--- src/rtl/leaf_pkt_pkg.sv ---
// Shared widths, packet layout and credit arithmetic for the leaf output packetizer.
package leaf_pkt_pkg;

  localparam int unsigned PAYLOAD_BITS  = 32;
  localparam int unsigned NUM_LEAF_BITS = 5;
  localparam int unsigned NUM_PORT_BITS = 4;
  localparam int unsigned NUM_ADDR_BITS = 7;
  localparam int unsigned PACKET_BITS   = 1 + NUM_LEAF_BITS + NUM_PORT_BITS + NUM_ADDR_BITS + PAYLOAD_BITS;
  localparam int unsigned DST_BITS      = NUM_LEAF_BITS + NUM_PORT_BITS;
  localparam int unsigned SEL_BITS      = 3;
  localparam int unsigned CREDIT_BITS   = 8;
  localparam int unsigned CREDIT_INIT   = 128;
  localparam int unsigned STAT_BITS     = 16;

  localparam int unsigned PKT_ADDR_LSB  = PAYLOAD_BITS;
  localparam int unsigned PKT_PORT_LSB  = PKT_ADDR_LSB + NUM_ADDR_BITS;
  localparam int unsigned PKT_LEAF_LSB  = PKT_PORT_LSB + NUM_PORT_BITS;
  localparam int unsigned PKT_VLD_BIT   = PKT_LEAF_LSB + NUM_LEAF_BITS;

  typedef logic [NUM_ADDR_BITS-1:0] addr_t;
  typedef logic [CREDIT_BITS-1:0]   credit_t;

  typedef struct packed {
    logic                     vld;
    logic [NUM_LEAF_BITS-1:0] leaf;
    logic [NUM_PORT_BITS-1:0] port;
    addr_t                    addr;
    logic [PAYLOAD_BITS-1:0]  payload;
  } leaf_pkt_t;

  // Spend one credit on a grant, add any returned credits, clamp at the remote buffer depth.
  function automatic credit_t credit_next(input credit_t cur, input logic take,
                                          input logic give, input credit_t amt);
    logic [CREDIT_BITS:0] sum;
    sum = {1'b0, cur} - (CREDIT_BITS+1)'(take) + (give ? {1'b0, amt} : '0);
    if (sum > (CREDIT_BITS+1)'(CREDIT_INIT)) return CREDIT_BITS'(CREDIT_INIT);
    return sum[CREDIT_BITS-1:0];
  endfunction

endpackage

--- src/rtl/leaf_rr_arbiter.sv ---
// Round-robin arbiter: one-hot grant, search begins at the port after the last grant.
module leaf_rr_arbiter #(
  parameter int unsigned N = 2,
  localparam int unsigned IW = (N > 1) ? $clog2(N) : 1
) (
  input  logic          clk,
  input  logic          reset,
  input  logic          en,
  input  logic [N-1:0]  req,
  output logic [N-1:0]  grant,
  output logic [IW-1:0] grant_idx,
  output logic          grant_any
);

  logic [IW-1:0] ptr_q;
  logic [IW:0]   idx;

  always_comb begin
    grant     = '0;
    grant_idx = '0;
    grant_any = 1'b0;
    idx       = '0;
    for (int unsigned k = 0; k < N; k++) begin
      idx = {1'b0, ptr_q} + (IW+1)'(k);
      if (idx >= (IW+1)'(N)) idx = idx - (IW+1)'(N);
      if (en && !grant_any && req[idx[IW-1:0]]) begin
        grant[idx[IW-1:0]] = 1'b1;
        grant_idx          = idx[IW-1:0];
        grant_any          = 1'b1;
      end
    end
  end

  always_ff @(posedge clk) begin
    if (reset) begin
      ptr_q <= '0;
    end else if (grant_any) begin
      ptr_q <= (grant_idx == IW'(N-1)) ? '0 : grant_idx + IW'(1);
    end
  end

endmodule

--- src/rtl/leaf_out_packetizer.sv ---
// Tags user output words with destination/address and emits credit-limited BFT packets.
// Optional per-port sent counters are built when LEAF_PKT_STATS_EN is defined.
module leaf_out_packetizer
  import leaf_pkt_pkg::*;
#(
  parameter int unsigned NUM_OUT_PORTS = 2
) (
  input  logic                                 clk_user,
  input  logic                                 reset,
  input  logic [NUM_OUT_PORTS*PAYLOAD_BITS-1:0] din_user2pkt,
  input  logic [NUM_OUT_PORTS-1:0]             vld_user2pkt,
  output logic [NUM_OUT_PORTS-1:0]             ack_pkt2user,
  output logic [PACKET_BITS-1:0]               dout_pkt,
  output logic                                 dout_vld,
  input  logic                                 dout_rdy,
  input  logic                                 cfg_we,
  input  logic [SEL_BITS-1:0]                  cfg_port,
  input  logic [DST_BITS-1:0]                  cfg_dst,
  input  logic                                 credit_vld,
  input  logic [SEL_BITS-1:0]                  credit_port,
  input  logic [CREDIT_BITS-1:0]               credit_cnt,
  output logic [NUM_OUT_PORTS*STAT_BITS-1:0]   stat_sent
);

  localparam int unsigned IDX_W = (NUM_OUT_PORTS > 1) ? $clog2(NUM_OUT_PORTS) : 1;

  logic [NUM_OUT_PORTS-1:0] tbl_vld;
  logic [DST_BITS-1:0]      tbl_dst  [NUM_OUT_PORTS];
  addr_t                    addr_q   [NUM_OUT_PORTS];
  credit_t                  credit_q [NUM_OUT_PORTS];
  credit_t                  credit_d [NUM_OUT_PORTS];
  logic [PAYLOAD_BITS-1:0]  din_arr  [NUM_OUT_PORTS];
  logic [NUM_OUT_PORTS-1:0] req;
  logic [NUM_OUT_PORTS-1:0] grant;
  logic [IDX_W-1:0]         grant_idx;
  logic                     grant_any;
  logic                     loadable;
  leaf_pkt_t                pkt_q;

  assign dout_pkt     = pkt_q;
  assign dout_vld     = pkt_q.vld;
  assign loadable     = !pkt_q.vld || dout_rdy;
  assign ack_pkt2user = grant;

  // Eligibility, payload unpacking and next credit per port.
  always_comb begin
    for (int i = 0; i < NUM_OUT_PORTS; i++) begin
      req[i]      = vld_user2pkt[i] && tbl_vld[i] && (credit_q[i] != '0);
      din_arr[i]  = din_user2pkt[i*PAYLOAD_BITS +: PAYLOAD_BITS];
      credit_d[i] = credit_next(credit_q[i], grant[i],
                                credit_vld && (credit_port == SEL_BITS'(i)), credit_cnt);
    end
  end

  leaf_rr_arbiter #(.N(NUM_OUT_PORTS)) u_arb (
    .clk       (clk_user),
    .reset     (reset),
    .en        (loadable),
    .req       (req),
    .grant     (grant),
    .grant_idx (grant_idx),
    .grant_any (grant_any)
  );

  always_ff @(posedge clk_user) begin
    if (reset) begin
      pkt_q   <= '0;
      tbl_vld <= '0;
      for (int i = 0; i < NUM_OUT_PORTS; i++) begin
        tbl_dst[i]  <= '0;
        addr_q[i]   <= '0;
        credit_q[i] <= CREDIT_BITS'(CREDIT_INIT);
      end
    end else begin
      if (grant_any) begin
        pkt_q.vld     <= 1'b1;
        pkt_q.leaf    <= tbl_dst[grant_idx][DST_BITS-1 -: NUM_LEAF_BITS];
        pkt_q.port    <= tbl_dst[grant_idx][NUM_PORT_BITS-1:0];
        pkt_q.addr    <= addr_q[grant_idx];
        pkt_q.payload <= din_arr[grant_idx];
      end else if (dout_rdy) begin
        pkt_q.vld <= 1'b0;
      end
      for (int i = 0; i < NUM_OUT_PORTS; i++) begin
        credit_q[i] <= credit_d[i];
        if (grant[i]) addr_q[i] <= addr_q[i] + addr_t'(1);
        // New destination only affects words granted from the next cycle on.
        if (cfg_we && (cfg_port == SEL_BITS'(i))) begin
          tbl_vld[i] <= 1'b1;
          tbl_dst[i] <= cfg_dst;
        end
      end
    end
  end

`ifdef LEAF_PKT_STATS_EN
  logic [STAT_BITS-1:0] stat_q [NUM_OUT_PORTS];

  always_ff @(posedge clk_user) begin
    if (reset) begin
      for (int i = 0; i < NUM_OUT_PORTS; i++) stat_q[i] <= '0;
    end else begin
      for (int i = 0; i < NUM_OUT_PORTS; i++) begin
        if (grant[i]) stat_q[i] <= stat_q[i] + STAT_BITS'(1);
      end
    end
  end

  always_comb begin
    stat_sent = '0;
    for (int i = 0; i < NUM_OUT_PORTS; i++) stat_sent[i*STAT_BITS +: STAT_BITS] = stat_q[i];
  end
`else
  assign stat_sent = '0;
`endif

endmodule

--- config.mk ---
export PLATFORM = sky130hd
export DESIGN_NAME = leaf_out_packetizer
export DESIGN_NICKNAME = d
export VERILOG_FILES = /design/src/rtl/leaf_pkt_pkg.sv /design/src/rtl/leaf_rr_arbiter.sv /design/src/rtl/leaf_out_packetizer.sv
export SDC_FILE = /design/constraint.sdc
export NUM_CORES = 1
export LEC_CHECK = 0
export CAP_MARGIN = 10
export CORE_MARGIN = 1.5
export CORE_UTILIZATION = 48
export CTS_BUF_LIST = sky130_fd_sc_hd__clkbuf_4
export DETAILED_ROUTE_END_ITERATION = 10
export GPL_TIMING_DRIVEN = 0
export PLACE_DENSITY = 0.83
export SKIP_CTS_REPAIR_TIMING = 1
export SLEW_MARGIN = 25
export SYNTH_ARGS = -nofsm -noshare
export SYNTH_HDL_FRONTEND = slang
export SYNTH_SLANG_ARGS = --single-unit
export TNS_END_PERCENT = 30
--- constraint.sdc ---
create_clock -name clk_user -period 5.1 [get_ports clk_user]
set_input_delay 1.02 -clock clk_user [delete_from_list [all_inputs] [get_ports clk_user]]
set_output_delay 1.02 -clock clk_user [all_outputs]
set_load 0.05 [all_outputs]
-- After elaboration in Yosys (flattened, before gate mapping)
Memory sizes are Yosys's and may differ from the RTL's. A register that Yosys moved wholly into a read port is not among the register bits.
Cells that the tools add are included.
- add/sub/neg operators: 10
- multipliers: 0
- divide/modulo/power cells: 0
- magnitude comparators: 9
- equality and inequality tests: 2
- shift operators: 0
- mux-type cells: 51
- bitwise logic cells: 8
- reduce and logical (&&, ||, !) cells: 21
- operator list (operator ; number):
    $mux W32 ; 3
    $mux W8 ; 8
    $mux W1 ; 32
    $add A9 B8 Y9 ; 2
    $gt A9 B8 Y1 const B ; 2
    $mux W9 ; 2
    $sub A8 B1 Y9 ; 2
    $reduce_bool A8 Y1 ; 2
    $add A7 B1 Y7 const B ; 2
    $mux W7 ; 2
    $logic_and A1 B1 Y1 ; 13
    $eq A3 B1 Y1 const B ; 2
    $logic_not A3 Y1 ; 2
    $or A1 B1 Y1 ; 6
    $ge A2 B2 Y1 const B ; 2
    $lt A1 B2 Y1 const B ; 2
    $mux W2 ; 2
    $add A1 B1 Y2 const B ; 1
    $demux W1 S1 ; 2
    $ge A1 B1 Y1 const B ; 2
    $ge A1 B2 Y1 const B ; 1
    $logic_not A1 Y1 ; 2
    $not A1 Y2 ; 1
    $or A2 B2 Y2 ; 1
    4 further kinds ; 5
- flip-flop bits (word level): 36
- bits in latches: 0
- RAM bits: 48
- bits in read-only memories: 0
- input bits: 94
- output and inout port bits: 84
- memories: 3
- memory list (memory ; words ; width ; read ports ; clocked after memory_dff ; wr ports ; line ; source):
    tbl_dst ; 2 ; 9 ; 1 ; 1 ; 2 ; leaf_out_packetizer.sv:28 ; logic [DST_BITS-1:0] tbl_dst [NUM_OUT_PORTS];
    credit_q ; 2 ; 8 ; 2 ; 0 ; 2 ; leaf_out_packetizer.sv:30 ; credit_t credit_q [NUM_OUT_PORTS];
    addr_q ; 2 ; 7 ; 3 ; 1 ; 2 ; leaf_out_packetizer.sv:29 ; addr_t addr_q [NUM_OUT_PORTS];

-- Longest topological paths before layout
An unclocked memory read counts as a cell.
- word-level depth: 17
- depth in mapped cells: 15
- depth with buffers taken out: 14

-- By module
A second synthesis with hierarchy kept.
- cells, all modules: 587
- area total of the unflattened synthesis: 5566.6 um^2
- modules (own cells, without submodules) (module ; times used ; cells each ; area an instance (um^2) ; sequential area each (um^2)):
    leaf_out_packetizer ; 1 ; 576 ; 5491.5 ; 2302.2
    leaf_rr_arbiter ; 1 ; 11 ; 75.1 ; 20.0

-- Least setup slack after synthesis
OpenSTA, ideal clock, no wires.
- path type: input-to-reg
- start point: input vld_user2pkt[0]
- end point: memory credit_q[0][7] (netlist name)
- setup time: 58 ps
- arrival: 4327 ps
- required time: 5042 ps
- setup slack: 715 ps
- stages on the path: 14
- path through: nand2_1 > a21oi_1 > nand2_1 > a21oi_1 > ha_1 > inv_1 > ha_1 > inv_1 > fa_1 > nor2b_1 > o21ai_1 > a22oi_1 > mux2i_1 > or2_2
- RTL lines (what ; line ; source):
    from (decl) ; leaf_out_packetizer.sv:11 ; input logic [NUM_OUT_PORTS-1:0] vld_user2pkt,
    to (decl) ; leaf_out_packetizer.sv:30 ;

==> reports/metrics.cfg <==
[placement]
dp_hpwl_mm=10.53
pre_cts_slack_ns=0.1496
dp_cells=850
io_buffers=145
gp_congestion=0.8300

[drt]
remaining_drc_errors=0
routed_via_density=5.159
drt-pass1-iter-count=5
drt_wl_total_mm=13.15
routedWlPerCell_um=15.18
vias=4468
drtIter0Drc=236
ant_nets=0

[cts]
cts_max_path_buffers=2
clkTransAtPathRegs_ns=0.15
cts_sinks=100
htreeDepth=3
insertion_delay_ns=0.45
cts_made_buffers=9
cts_tree=yes
root_buffer=clkbuf_4

[critical_path]
ff2ff_setup_slack_ns=1.00
r2r_cells=13
start_kind=input pin
worst-path-max-fanout=8
cp-endpoint=credit_q[0][3]
arrival_ns=4.89
crit_type=input pin to flop
r2r_end=credit_q[0][3]
r2r-start=credit_q[0][11]
crit_path_start=vld_user2pkt[0]
worst_setup_path_end_kind=flop
worst_ep_required_time_ns=5.42

[sta]
period_minus_slack_ns=4.575
timing.slew.headroom_pct=54.17
final.setup_skew_ns=0.01612
finalSetupTns_ns=0
grt_setup_unrepaired=false
setup_slack_ns=0.5250
fmax_mhz=218.6
final_hold_viol_count=0
drv_slew=0
setup-violations-final=0
fin_crit_sh_pct=89.71
worst_pin_slew_ns=0.6683

[layout]
areaGrowthSynthToFinish_pct=33.77
n_antenna_cell=0
final_cells=866
final_nets=848
multiInputGateArea_sq_mm=0.002693
n_fill_cell=913
regArea_sq_mm=0.002322
layout-drive-gt1-share_pct=11.48

[power]
power_frac_comb_pct=44.7
pwr-share-seq_pct=38.8
power.internal_uw=1444
power_density_mw_per_mm2=317.5
p_switching_uw=914.2
power_uw=2359
peakVddDrop_uv=254.4
p_clk_share_pct=16.4
netSwitchingFraction_pct=38.76
leakagePower_uw=0.002905

[yosys]
ys_warn_count=0
synth-seq-cells=100
ys_types=50
synth_edf_count=32
ys_top_cells_by_count=dfxtp_1 (68), inv_1 (58), mux2i_1 (50)
seq_area_frac_synth_pct=41.81
synth.area.top_cells=dfxtp_1 (25%), edfxtp_1 (17%), mux2i_1 (9.0%), ha_1 (7.7%), o2bb2ai_1 (7.4%)
synth_ff_type=dfxtp_1
postSynthAreaPerCell_sq_um=10.46
synthCells=531
synth_most_common_cell=dfxtp_1
async_flop_share_pct=0
synth.largest_area_cell=dfxtp_1
synth.top_cell.area_share_pct=24.51
syn_area_sq_mm=0.005554

[floorplan]
num_rows=39
fp.dieH_um=110.6
core-area_sq_mm=0.01137
ioPinCount=178
start_util_pct=48.85
die_w_um=110.6
fp.dieArea_sq_mm=0.01223

[global_routing]
grt_max_degree=19
antenna_found_initial=0
grt_pass1_vias=4493
grt_overflow=0
grt_use_total_pct=21.86
grt_pass1_wl_mm=21.94

[flow_run]
maxCapViolations=0

[run_status]
status=complete, no violations

[worst_hold_path]
hold_path.class=flop to flop

## kinds of logic after synthesis
kind of cell	synth area share, %
buffers and inverters	11.92
xor gates and xnor gates	2.523
other	0.06752
AOI/OAI and AO/OA	15.27
adders and majority gates	8.380
and+or+nand+nor	11.02
DFF	41.81
muxes	9.011
## worst max-delay path, cell delays in order
cell and delay [ns]:
clkdlybuf4s50_1 0.45, nand2_1 0.09, a21oi_1 0.27, nand2_1 0.10, a21oi_1 0.41, ha_1 0.32, inv_1 0.06, ha_1 0.21
inv_1 0.07, fa_1 0.39, nor2b_1 0.28, o21ai_1 0.16, a22oi_1 0.29, mux2i_1 0.63, nor4bb_1 0.14
## stage by stage
stage / hold WS (ns) / area (sq um) / util (%)
final: 0.4793 / 7430 / 65.35
after global routing: 0.4907 / 7430 / 65.35
after CTS: 0.4838 / 7423 / 65.29
after detailed placement: 0.4468 / 7301 / 64.21
after global placement: 0.4456 / 7301 / 64.21
after floorplan: 0.4366 / 5670 / -
## layer usage
layer  vias up  global-route usage [%]  share of wire [%]
li1       2197                       -                  -
met1      2099                   25.98                 42
met2       156                   38.89                 51
met3        16                   5.104                5.7
met4         0                   7.094                1.4
met5         -                       0                  0
## power groups by stage
stage / clock [uW] / sequential [uW] / combinational (uW)
2_1_floorplan: 0 / 972 / 731
3_3_place_gp: 0 / 930 / 992
3_5_place_dp: 0 / 933 / 1040
4_1_cts: 398 / 916 / 1040
5_1_grt: 427 / 922 / 1150
6_report: 388 / 916 / 1050
## worst min-delay path by stage
stage | from | endpoint | slack [ns] | depth (start not counted)
after floorplan | tbl_vld[1] | tbl_vld[1] | 0.44 | 2
final | dout_pkt[46] | dout_pkt[46] | 0.48 | 1
after global placement | dout_pkt[28] | dout_pkt[28] | 0.45 | 1
after global routing | dout_pkt[46] | dout_pkt[46] | 0.49 | 1
after detailed placement | dout_pkt[21] | dout_pkt[21] | 0.45 | 1
after CTS | dout_pkt[21] | dout_pkt[21] | 0.48 | 1
## area by class of cell
class | count | share of cell area, %
inverter | 58 | 2.930
clock buffer | 10 | 1.010
sequential | 100 | 31.26
clock inverter | 6 | 0.6399
buffer | 55 | 5.978
tap | 143 | 2.408
multi-input combinational | 349 | 36.24
timing repair buffer | 145 | 19.54
## sequential cells by signal, indices dropped and copies added, names as in the netlist
register / cells
dout_pkt: 48
addr_q: 14
dout_vld: 1
tbl_dst: 18
u_arb.ptr_q: 1
credit_q: 16
tbl_vld: 2
## cell usage in the layout, fill, tap and decap left out, types with 6 or more instances in the layout
master | synthesis | layout
clkbuf_4 | 0 | 10
or2_2 | 6 | 6
mux2i_1 | 50 | 50
ha_1 | 34 | 34
nor2_1 | 27 | 27
a21oi_1 | 14 | 14
xnor2_1 | 10 | 10
and2_1 | 12 | 12
xor2_1 | 6 | 6
dfxtp_1 | 68 | 68
buf_2 | 11 | 11
inv_1 | 58 | 58
nor2b_1 | 6 | 6
conb_1 | 1 | 32
o2bb2ai_1 | 47 | 47
nor3_1 | 8 | 8
clkdlybuf4s50_1 | 0 | 145
buf_4 | 36 | 36
nand3_1 | 10 | 10
nand2_1 | 19 | 19
edfxtp_1 | 32 | 32
Power figures use the tool's default switching activity.
==> RTL edit, RTL diff (same settings) <==
Change the package constant `NUM_ADDR_BITS` from 7 to 8.
--- a/src/rtl/leaf_pkt_pkg.sv
+++ b/src/rtl/leaf_pkt_pkg.sv
@@ -4,7 +4,7 @@
   localparam int unsigned PAYLOAD_BITS  = 32;
   localparam int unsigned NUM_LEAF_BITS = 5;
   localparam int unsigned NUM_PORT_BITS = 4;
-  localparam int unsigned NUM_ADDR_BITS = 7;
+  localparam int unsigned NUM_ADDR_BITS = 8;
   localparam int unsigned PACKET_BITS   = 1 + NUM_LEAF_BITS + NUM_PORT_BITS + NUM_ADDR_BITS + PAYLOAD_BITS;
   localparam int unsigned DST_BITS      = NUM_LEAF_BITS + NUM_PORT_BITS;
   localparam int unsigned SEL_BITS      = 3;
Interface: changed (resized dout_pkt); port bits go from 178 to 179. No check against the original RTL was run, so the function may have changed too.
==> RTL edit against the original RTL <==
Routed wire length fell by 0.33%. Count of clock-buffer cells in the layout rose by 2. Design area fell by 0.86%. First-iteration DRC count fell by 14%. Sequential power rose by 2.6%. Critical path type unchanged. Setup slack improved by 0.041 ns. Die area fell by 1.5%. Power fell by 1.4%. Sequential share of layout area rose by 1.4 points. Critical endpoint is now credit_q[0][9]. Synthesized area fell by 1.5%. Sequential cell count rose by 3.
==> RTL edit: results <==
metrics = {
    "status": {
        "outcome": "completed",
    },
    "worst_hold_path": {
        "hold_path.class": "reg2reg",
        "worst_hold_stages": 2,
    },
    "grt": {
        "grt_util_all_layers": 0.2183,
        "grt_max_degree": 16,
        "grt_antenna_before_repair": 0,
        "grt_first_pass_wirelength_um": 20300,
        "number_of_global_route_vias_before_repair": 4549,
    },
    "finish": {
        "count_of_fill_cells_added_during_filler_insertion": 899,
        "final_core_util": 0.6707,
        "ant_diodes": 0,
        "post_route_cells_drive_above_1_share": 0.09677,
        "nNetsFinal": 899,
        "max_reg_flops": 49,
    },
    "cts": {
        "cts_buffers": 9,
        "cts_root_buf": "sky130_fd_sc_hd__clkbuf_4",
        "clockBufferDepth": 2,
        "clk_pin_slew_ns": 0.14,
    },
    "sta": {
        "timing_worst_slew_pin_value_ns": 0.6422,
        "worst_clock_skew_ns": 0.01300,
    },
    "critical_path": {
        "cpMaxStageDelayCell": "sky130_fd_sc_hd__clkdlybuf4s50_1",
        "critical-path-max-stage-delay_ns": 0.49,
        "family_with_the_most_delay_on_the_worst_path": "compound AO/OA/AOI/OAI gates",
        "worst-path-max-fanout": 11,
        "ff2ff_path_depth": 16,
        "worst_ep_arrival_time_ns": 4.91,
    },
    "placement": {
        "gpl_wtd_cong": 0.8860,
        "hpwl_reported_at_the_end_of_detailed_placement_um": 10620,
        "place.port_buffers": 146,
        "post-place-ws_ns": 0.1444,
        "post_dp_cell_area_um2": 7223,
    },
    "synthesis": {
        "synth_compound_area_frac": 0.1002,
        "synth_cells": 582,
        "synth.lib_cells_used.distinct": 50,
        "async_reset_ff_frac": 0,
        "synth_common_cells": "76 x sky130_fd_sc_hd__nand2_1, 69 x sky130_fd_sc_hd__dfxtp_1, 51 x sky130_fd_sc_hd__inv_1, 50 x sky130_fd_sc_hd__o21ai_1, 49 x sky130_fd_sc_hd__mux2i_1",
        "adder_and_majority_gate_portion_of_the_synthesized_area": 0.08280,
        "yosys_warnings": 0,
        "post_synthesis_mux_area_share": 0.09172,
        "synthFlopType": "sky130_fd_sc_hd__dfxtp_1",
        "yosysSeqAreaShare": 0.4392,
        "synth_xor_area_frac": 0.03522,
        "post_synth_main_area_contributors": "sky130_fd_sc_hd__dfxtp_1 25%, sky130_fd_sc_hd__edfxtp_1 19%, sky130_fd_sc_hd__mux2i_1 9.0%, sky130_fd_sc_hd__ha_1 7.5%, sky130_fd_sc_hd__buf_4 5.5%",
        "synth_enable_flop_cells": 34,
    },
    "drt": {
        "ant_nets": 0,
        "drt-wirelength-per-cell_um": 14.32,
        "drtPass1Iterations": 4,
        "detail_route.iter0.violations": 204,
        "detail_route.wirelength_um": 13110,
        "route.vias.total": 4553,
    },
    "power_and_ir_drop": {
        "seq_power_uw": 940,
        "power_leakage_uw": 0.002911,
        "combinational_gate_power_uw": 967,
        "irDropWorstVdd_mv": 0.2073,
        "p_int_uw": 1493,
        "p_clk_uw": 417,
    },
}
RTL edit: layout make-up:
class                   instances  share of cell area
clock inverters                 4            0.006285
plain buffers                  52             0.04807
repair buffers                146              0.1984
clock buffers                  12             0.01223
well taps                     140             0.02378
inverters                      51             0.02599
multi-input cells             407              0.3591
flip-flops and latches        103              0.3261
RTL edit: final timing paths:
kind / startpoint / end / slack, ns
setup reg to reg: credit_q[0][9] / credit_q[0][9] / 1.23
setup / recovery: vld_user2pkt[1] / credit_q[0][9] / 0.57
hold / removal: dout_pkt[16] / dout_pkt[16] / 0.46
hold reg to reg: dout_pkt[16] / dout_pkt[16] / 0.46
RTL edit: per-layer routing:
metal  wire (um)  global-route usage
met1        5221              0.2357
met2        6582              0.4201
met3        1089             0.03557
met4         212             0.08442
met5           0                   0
RTL edit: tightest hold or removal path, delay by kind of cell (launching register included):
kind	cells	cell delay, ns
DFF	1	0.33
and+or+nand+nor	1	0.05
AOI/OAI and AO/OA	1	0.05
